[config.mk]
export PLATFORM = sky130hd
export DESIGN_NAME = fnd_scan
export DESIGN_NICKNAME = d
export VERILOG_FILES = /design/src/rtl/fnd_pkg.sv /design/src/rtl/fnd_dec.sv /design/src/rtl/fnd_scan.sv
export SDC_FILE = /design/constraint.sdc
export NUM_CORES = 1
export LEC_CHECK = 0
export ABC_CLOCK_PERIOD_IN_PS = 6450
export CAP_MARGIN = 20
export CORE_ASPECT_RATIO = 1.75
export CORE_MARGIN = 2
export CORE_UTILIZATION = 60
export CTS_CLUSTER_DIAMETER = 80
export CTS_CLUSTER_SIZE = 30
export DETAILED_ROUTE_END_ITERATION = 10
export PLACE_DENSITY = 0.88
export SLEW_MARGIN = 20
export SYNTH_ARGS = -nofsm -noshare
export SYNTH_HDL_FRONTEND = slang
export SYNTH_SLANG_ARGS = --single-unit
[constraint.sdc]
create_clock -name clk -period 6.45 [get_ports clk]
set_input_delay 1.29 -clock clk [delete_from_list [all_inputs] [get_ports clk]]
set_output_delay 1.29 -clock clk [all_outputs]
set_load 0.02 [all_outputs]
[src/rtl/fnd_pkg.sv]
// Shared constants for the 6-digit 7-segment scan block: digit count,
// active-low segment patterns (bit order {g,f,e,d,c,b,a}), segment bit
// indices and the tens/ones split used for 0..63 field values.
package fnd_pkg;

    localparam int NUM_DIGITS = 6;

    // Segment bit positions inside the 7-bit seg word
    localparam int SEG_A = 0;
    localparam int SEG_B = 1;
    localparam int SEG_C = 2;
    localparam int SEG_D = 3;
    localparam int SEG_E = 4;
    localparam int SEG_F = 5;
    localparam int SEG_G = 6;

    // Active-low patterns, gfedcba
    localparam logic [6:0] SEG_0     = 7'b1000000;
    localparam logic [6:0] SEG_1     = 7'b1111001;
    localparam logic [6:0] SEG_2     = 7'b0100100;
    localparam logic [6:0] SEG_3     = 7'b0110000;
    localparam logic [6:0] SEG_4     = 7'b0011001;
    localparam logic [6:0] SEG_5     = 7'b0010010;
    localparam logic [6:0] SEG_6     = 7'b0000010;
    localparam logic [6:0] SEG_7     = 7'b1111000;
    localparam logic [6:0] SEG_8     = 7'b0000000;
    localparam logic [6:0] SEG_9     = 7'b0010000;
    localparam logic [6:0] SEG_BLANK = 7'b1111111;

    // Digit code fed to the decoder to force a dark digit
    localparam logic [3:0] CODE_BLANK = 4'hF;

    // Tens digit of a 0..63 value by constant compares; 60..63 give 6.
    function automatic logic [3:0] tens_of(input logic [5:0] v);
        logic [3:0] t;
        if      (v >= 6'd60) t = 4'd6;
        else if (v >= 6'd50) t = 4'd5;
        else if (v >= 6'd40) t = 4'd4;
        else if (v >= 6'd30) t = 4'd3;
        else if (v >= 6'd20) t = 4'd2;
        else if (v >= 6'd10) t = 4'd1;
        else                 t = 4'd0;
        return t;
    endfunction

    // Ones digit: value minus ten times the tens digit (constant multiply).
    function automatic logic [3:0] ones_of(input logic [5:0] v);
        logic [5:0] ten_x;
        ten_x = 6'({2'b00, tens_of(v)} * 6'd10);
        return 4'(v - ten_x);
    endfunction

endpackage

[src/rtl/fnd_dec.sv]
// Combinational BCD to active-low 7-segment decoder; codes 10..15 are dark.
module fnd_dec
    import fnd_pkg::*;
(
    input  logic [3:0] digit,
    output logic [6:0] seg
);

    // Pattern lookup
    always_comb begin
        seg = SEG_BLANK;
        case (digit)
            4'd0:    seg = SEG_0;
            4'd1:    seg = SEG_1;
            4'd2:    seg = SEG_2;
            4'd3:    seg = SEG_3;
            4'd4:    seg = SEG_4;
            4'd5:    seg = SEG_5;
            4'd6:    seg = SEG_6;
            4'd7:    seg = SEG_7;
            4'd8:    seg = SEG_8;
            4'd9:    seg = SEG_9;
            default: seg = SEG_BLANK;
        endcase
    end

endmodule

[src/rtl/fnd_scan.sv]
// Time-multiplexed driver for a 6-digit common-anode 7-segment display.
// Three 0..63 fields are shown as tens/ones pairs; a snapshot taken at each
// frame start keeps all six digits of a frame consistent.
// Build option: define FND_LZB_EN to blank tens digits whose value is 0.
module fnd_scan
    import fnd_pkg::*;
#(
    parameter int SCAN_DIV = 50000,
    parameter int CNT_W    = 20
) (
    input  logic       clk,
    input  logic       rst_n,
    input  logic [5:0] val_0,
    input  logic [5:0] val_1,
    input  logic [5:0] val_2,
    output logic [6:0] seg,
    output logic [5:0] com
);

    localparam logic [CNT_W-1:0] DIV_MAX  = CNT_W'(SCAN_DIV - 1);
    localparam logic [2:0]       LAST_IDX = 3'(NUM_DIGITS - 1);

    logic [CNT_W-1:0] div;
    logic [2:0]       idx;
    logic [2:0]       next_idx;
    logic             tick;
    logic             frame_start;
    logic [5:0]       snap_0;
    logic [5:0]       snap_1;
    logic [5:0]       snap_2;
    logic [5:0]       field;
    logic [3:0]       tens;
    logic [3:0]       ones;
    logic [3:0]       code;
    logic [6:0]       seg_next;

    assign tick        = (div == DIV_MAX);
    assign next_idx    = (idx == LAST_IDX) ? 3'd0 : 3'(idx + 3'd1);
    assign frame_start = (next_idx == 3'd0);

    // Divider: 0..SCAN_DIV-1, wrapping on tick
    always_ff @(posedge clk) begin
        if (!rst_n)    div <= '0;
        else if (tick) div <= '0;
        else           div <= div + 1'b1;
    end

    // Field for the digit about to be shown; digit 0 reads the live input
    // so it matches the snapshot being taken on the same edge.
    always_comb begin
        field = snap_0;
        case (next_idx[2:1])
            2'd0:    field = frame_start ? val_0 : snap_0;
            2'd1:    field = snap_1;
            2'd2:    field = snap_2;
            default: field = snap_0;
        endcase
    end

    assign tens = tens_of(field);
    assign ones = ones_of(field);

    // Odd digit positions carry tens, even positions carry ones
    always_comb begin
        code = next_idx[0] ? tens : ones;
`ifdef FND_LZB_EN
        if (next_idx[0] && (tens == 4'd0)) code = CODE_BLANK;
`endif
    end

    fnd_dec u_dec (
        .digit (code),
        .seg   (seg_next)
    );

    // Scan index, frame snapshot and registered display drive
    always_ff @(posedge clk) begin
        if (!rst_n) begin
            idx    <= LAST_IDX;
            snap_0 <= '0;
            snap_1 <= '0;
            snap_2 <= '0;
            seg    <= SEG_BLANK;
            com    <= '1;
        end else if (tick) begin
            idx <= next_idx;
            seg <= seg_next;
            com <= ~(6'b000001 << next_idx);
            if (frame_start) begin
                snap_0 <= val_0;
                snap_1 <= val_1;
                snap_2 <= val_2;
            end
        end
    end

endmodule

==> out/metrics.yaml <==
worst_setup_path:
  cpMostUsedCell: "a31oi_1"
  path_cells: "clkdlybuf4s50_1 -> nor2b_1 -> a211oi_2 -> nor2_1 -> and2_1 -> o21bai_1 -> a211oi_1 -> inv_1 -> ha_1 -> fa_1 -> o21a_1 -> nor3_1 -> o21ai_0 -> a31oi_1 -> a31oi_1"
  critical_path_peak_fanout: 9
  arrival_ps: 4580
  slowest_delay_ps: 490
  cp.required_ps: 6620
  worstSetupPathType: "input port to register"
  slowest_stage: "clkdlybuf4s50_1"
  worstPathBufferInverterCount: 2
  cp-end-kind: "register"
  cp_top_family: "compound AO/OA/AOI/OAI gates"
  critPathLaunchType: "input port"
power:
  p_int_mw: 0.491
  sw_frac_of_total_pct: 22.9
  combPwrFrac_pct: 11.8
  p_leak_nw: 1.25
  switchingPower_mw: 0.146
  power_mw: 0.637
  vdd_drop_max_uv: 220
  seqPwrFrac_pct: 51.7
  powerDensity_nw_per_um2: 193
  pwr-share-clk_pct: 36.5
die:
  core_area_sq_um: 4670
  start_util_pct: 62.1
  die_area_sq_um: 5420
  die_width_um: 56.5
  ios: 33
  rows: 33
  die_h_um: 95.9
timing:
  max_freq_mhz: 227
  min_period_ps: 4400
  finalHoldViolCount: 0
  setup_tns_ps: 0
  setup_viol_count_final: 0
  grt_setup_unrepaired: "false"
  layout_worst_path_cycle_share_pct: 68.2
  slew_violations: 0
  skew_ps: 10.0
  worstMarginPinSlew_ps: 1080
  relSlewSlack_pct: 28.0
clock_network:
  path_clk_slew_ps: 90
  cts.sinks: 53
  clk_latency_ps: 310
  cts_root_buf: "clkbuf_8"
  h-tree-depth: 2
  cts_setup_buffers: 0
  cts_buffer_depth: 2
  cts_buffers: 5
  cts-resized-gates: 0
  cts-hold-fix-buffers: 0
  cts_tree: "built"
global_routing:
  grt_pass1_wl_mm: 10.6
  antenna_found_initial: 0
  grt_max_degree: 34
  grt_overflow: 0
  grt_use_total_pct: 24.5
  grt_pass1_vias: 2418
logic_synthesis:
  synthTopCellsByArea: "dfxtp_1 37%, nand2_1 7.9%, nor2_1 4.4%, xor2_1 3.9%, ha_1 3.0%"
  synth_top_cell_by_area: "dfxtp_1"
  syn_area_per_cell_sq_um: 8.59
  ys_types: 64
  ys_seq_area_share_pct: 36.6
  synthCells: 337
  synth_top_area_share_pct: 36.6
  synth-seq-cells: 53
  synth-async-reset-ratio_pct: 0
  yosys_most_used_dff: "dfxtp_1"
  synth_nets: 365
  synth-edff-count: 0
  ys_warn_count: 0
  syn-cell-area_sq_um: 2900
placed_design:
  io_buffers: 32
  gp_congestion: 0.872
  hpwlAfterDp_mm: 4.62
route:
  ant_nets: 0
  drt_iter0_drc: 88
  dr_total_vias: 2445
  wl_met2_mm: 3.46
  drt_pre_antenna_iters: 4
  via_per_inst: 5.91
  totalWireLength_mm: 6.30
  drc: 0
  wire_per_inst_um: 15.2
  route.met3.wl_um: 240
  top_layer: "met4"
  wl_met1_mm: 2.34
cells_and_area:
  syn2layout_area_growth_pct: 14.3
  fin_util_pct: 70.9
  diodes: 0
  drive_gt1_share_pct: 8.56
  n_fill_cell: 373
  nets: 389
  multiInputGateArea_sq_um: 1710
  register_area_sq_um: 1060
status:
  status: "complete, no violations"
hold_path:
  hold_class: "register to register"
job:
  drv_cap: 0
-- Yosys cell counts, types with 6 or more instances --
cell,instances
a21boi_1,9
nand2_1,61
o21ai_0,7
nand3_1,15
xnor2_1,8
clkbuf_1,8
and3_1,8
ha_1,7
xor2_1,13
a21boi_0,10
mux2i_1,7
nor2_1,34
dfxtp_1,53
o211ai_1,6
-- cell type report --
class                      instances  share of cell area [%]
tap                               52                    1.97
multi-input combinational        261                    51.8
timing repair buffer              33                    9.91
inverter                           7                   0.794
sequential                        53                    32.1
clock inverter                     1                   0.907
clock buffer                       7                    2.61
-- worst register-to-register path: stages, from the launching register on --
cell      delay (ps)
dfxtp_1         1050
xnor2_1          400
o2111a_1         360
or2_4            280
nand2b_4          90
o21bai_1          60
a211oi_1         320
inv_1             80
ha_1             210
fa_1             470
o21a_1           300
nor3_1           190
o21ai_0          140
a31oi_1          230
a31oi_1           60
-- path summary, 6_finish.rpt --
check,end,cells past startpoint,from,slack [ps]
setup / recovery,seg[4],15,val_0[3],2050
hold / removal,div[0],1,div[0],450
setup reg to reg,seg[4],14,idx[0],2060
hold reg to reg,div[0],1,div[0],450
-- sequential cells by signal, indices dropped and copies added (netlist names) --
| register | count |
|---|---|
| idx | 3 |
| snap_1 | 6 |
| div | 20 |
| snap_2 | 6 |
| com | 6 |
| snap_0 | 5 |
| seg | 7 |
-- logic make-up (layout without fill, tap and decap cells) --
| family | after synthesis | count (layout) | synth area share (%) |
|---|---|---|---|
| AO/OA/AOI/OAI | 65 | 65 | 17.6 |
| XOR/XNOR | 21 | 21 | 6.35 |
| adder cells (fa/ha/maj) | 9 | 9 | 4.11 |
| buffers and inverters | 23 | 48 | 4.19 |
| flip-flops | 53 | 53 | 36.6 |
| multiplexers | 12 | 12 | 4.62 |
| AND/OR/NAND/NOR | 154 | 154 | 26.5 |
-- per-stage QoR --
stage                     cell area, sq um  std cells  setup slack [ps]  hold WS [ps]
after floorplan                       2900        337              2630           413
after global placement                3190        406              2010           428
after detailed placement              3190        406              1850           433
after CTS                             3310        414              2120           450
after global routing                  3310        414              1770           474
final                                 3310        414              2050           454
-- per-layer routing --
| metal | vias up | global-route usage (%) |
|---|---|---|
| li1 | 1214 | - |
| met1 | 1153 | 24.6 |
| met2 | 55 | 46.1 |
| met3 | 23 | 4.30 |
| met4 | 0 | 14.7 |
| met5 | - | 0 |
-- power by group through the flow --
stage	registers (mW)	clock network [mW]	logic, mW
CTS	0.330	0.239	0.0754
finish	0.330	0.232	0.0754
global placement	0.337	0	0.0712
floorplan	0.337	0	0.0522
detailed placement	0.337	0	0.0738
global route	0.330	0.249	0.0830
-- placed cells by master, fill, tap and decap left out, types with 3 or more instances in the layout --
cell type | netlist | layout
and3_1 | 8 | 8
or4_1 | 3 | 3
and2_1 | 3 | 3
o22a_1 | 5 | 5
a21boi_1 | 9 | 9
clkdlybuf4s50_1 | 0 | 32
ha_1 | 7 | 7
nand3b_1 | 3 | 3
o21a_1 | 5 | 5
or3_1 | 4 | 4
dfxtp_1 | 53 | 53
nand2_1 | 61 | 61
nor2_1 | 34 | 34
clkbuf_8 | 0 | 6
inv_1 | 5 | 5
mux2i_1 | 7 | 7
o211ai_1 | 6 | 6
xor2_1 | 13 | 13
o21ai_2 | 3 | 3
nand4_1 | 3 | 3
a21boi_0 | 10 | 10
xnor2_1 | 8 | 8
o21ai_0 | 7 | 7
nand3_1 | 15 | 15
Note: power is estimated with default switching activity, not from simulation.
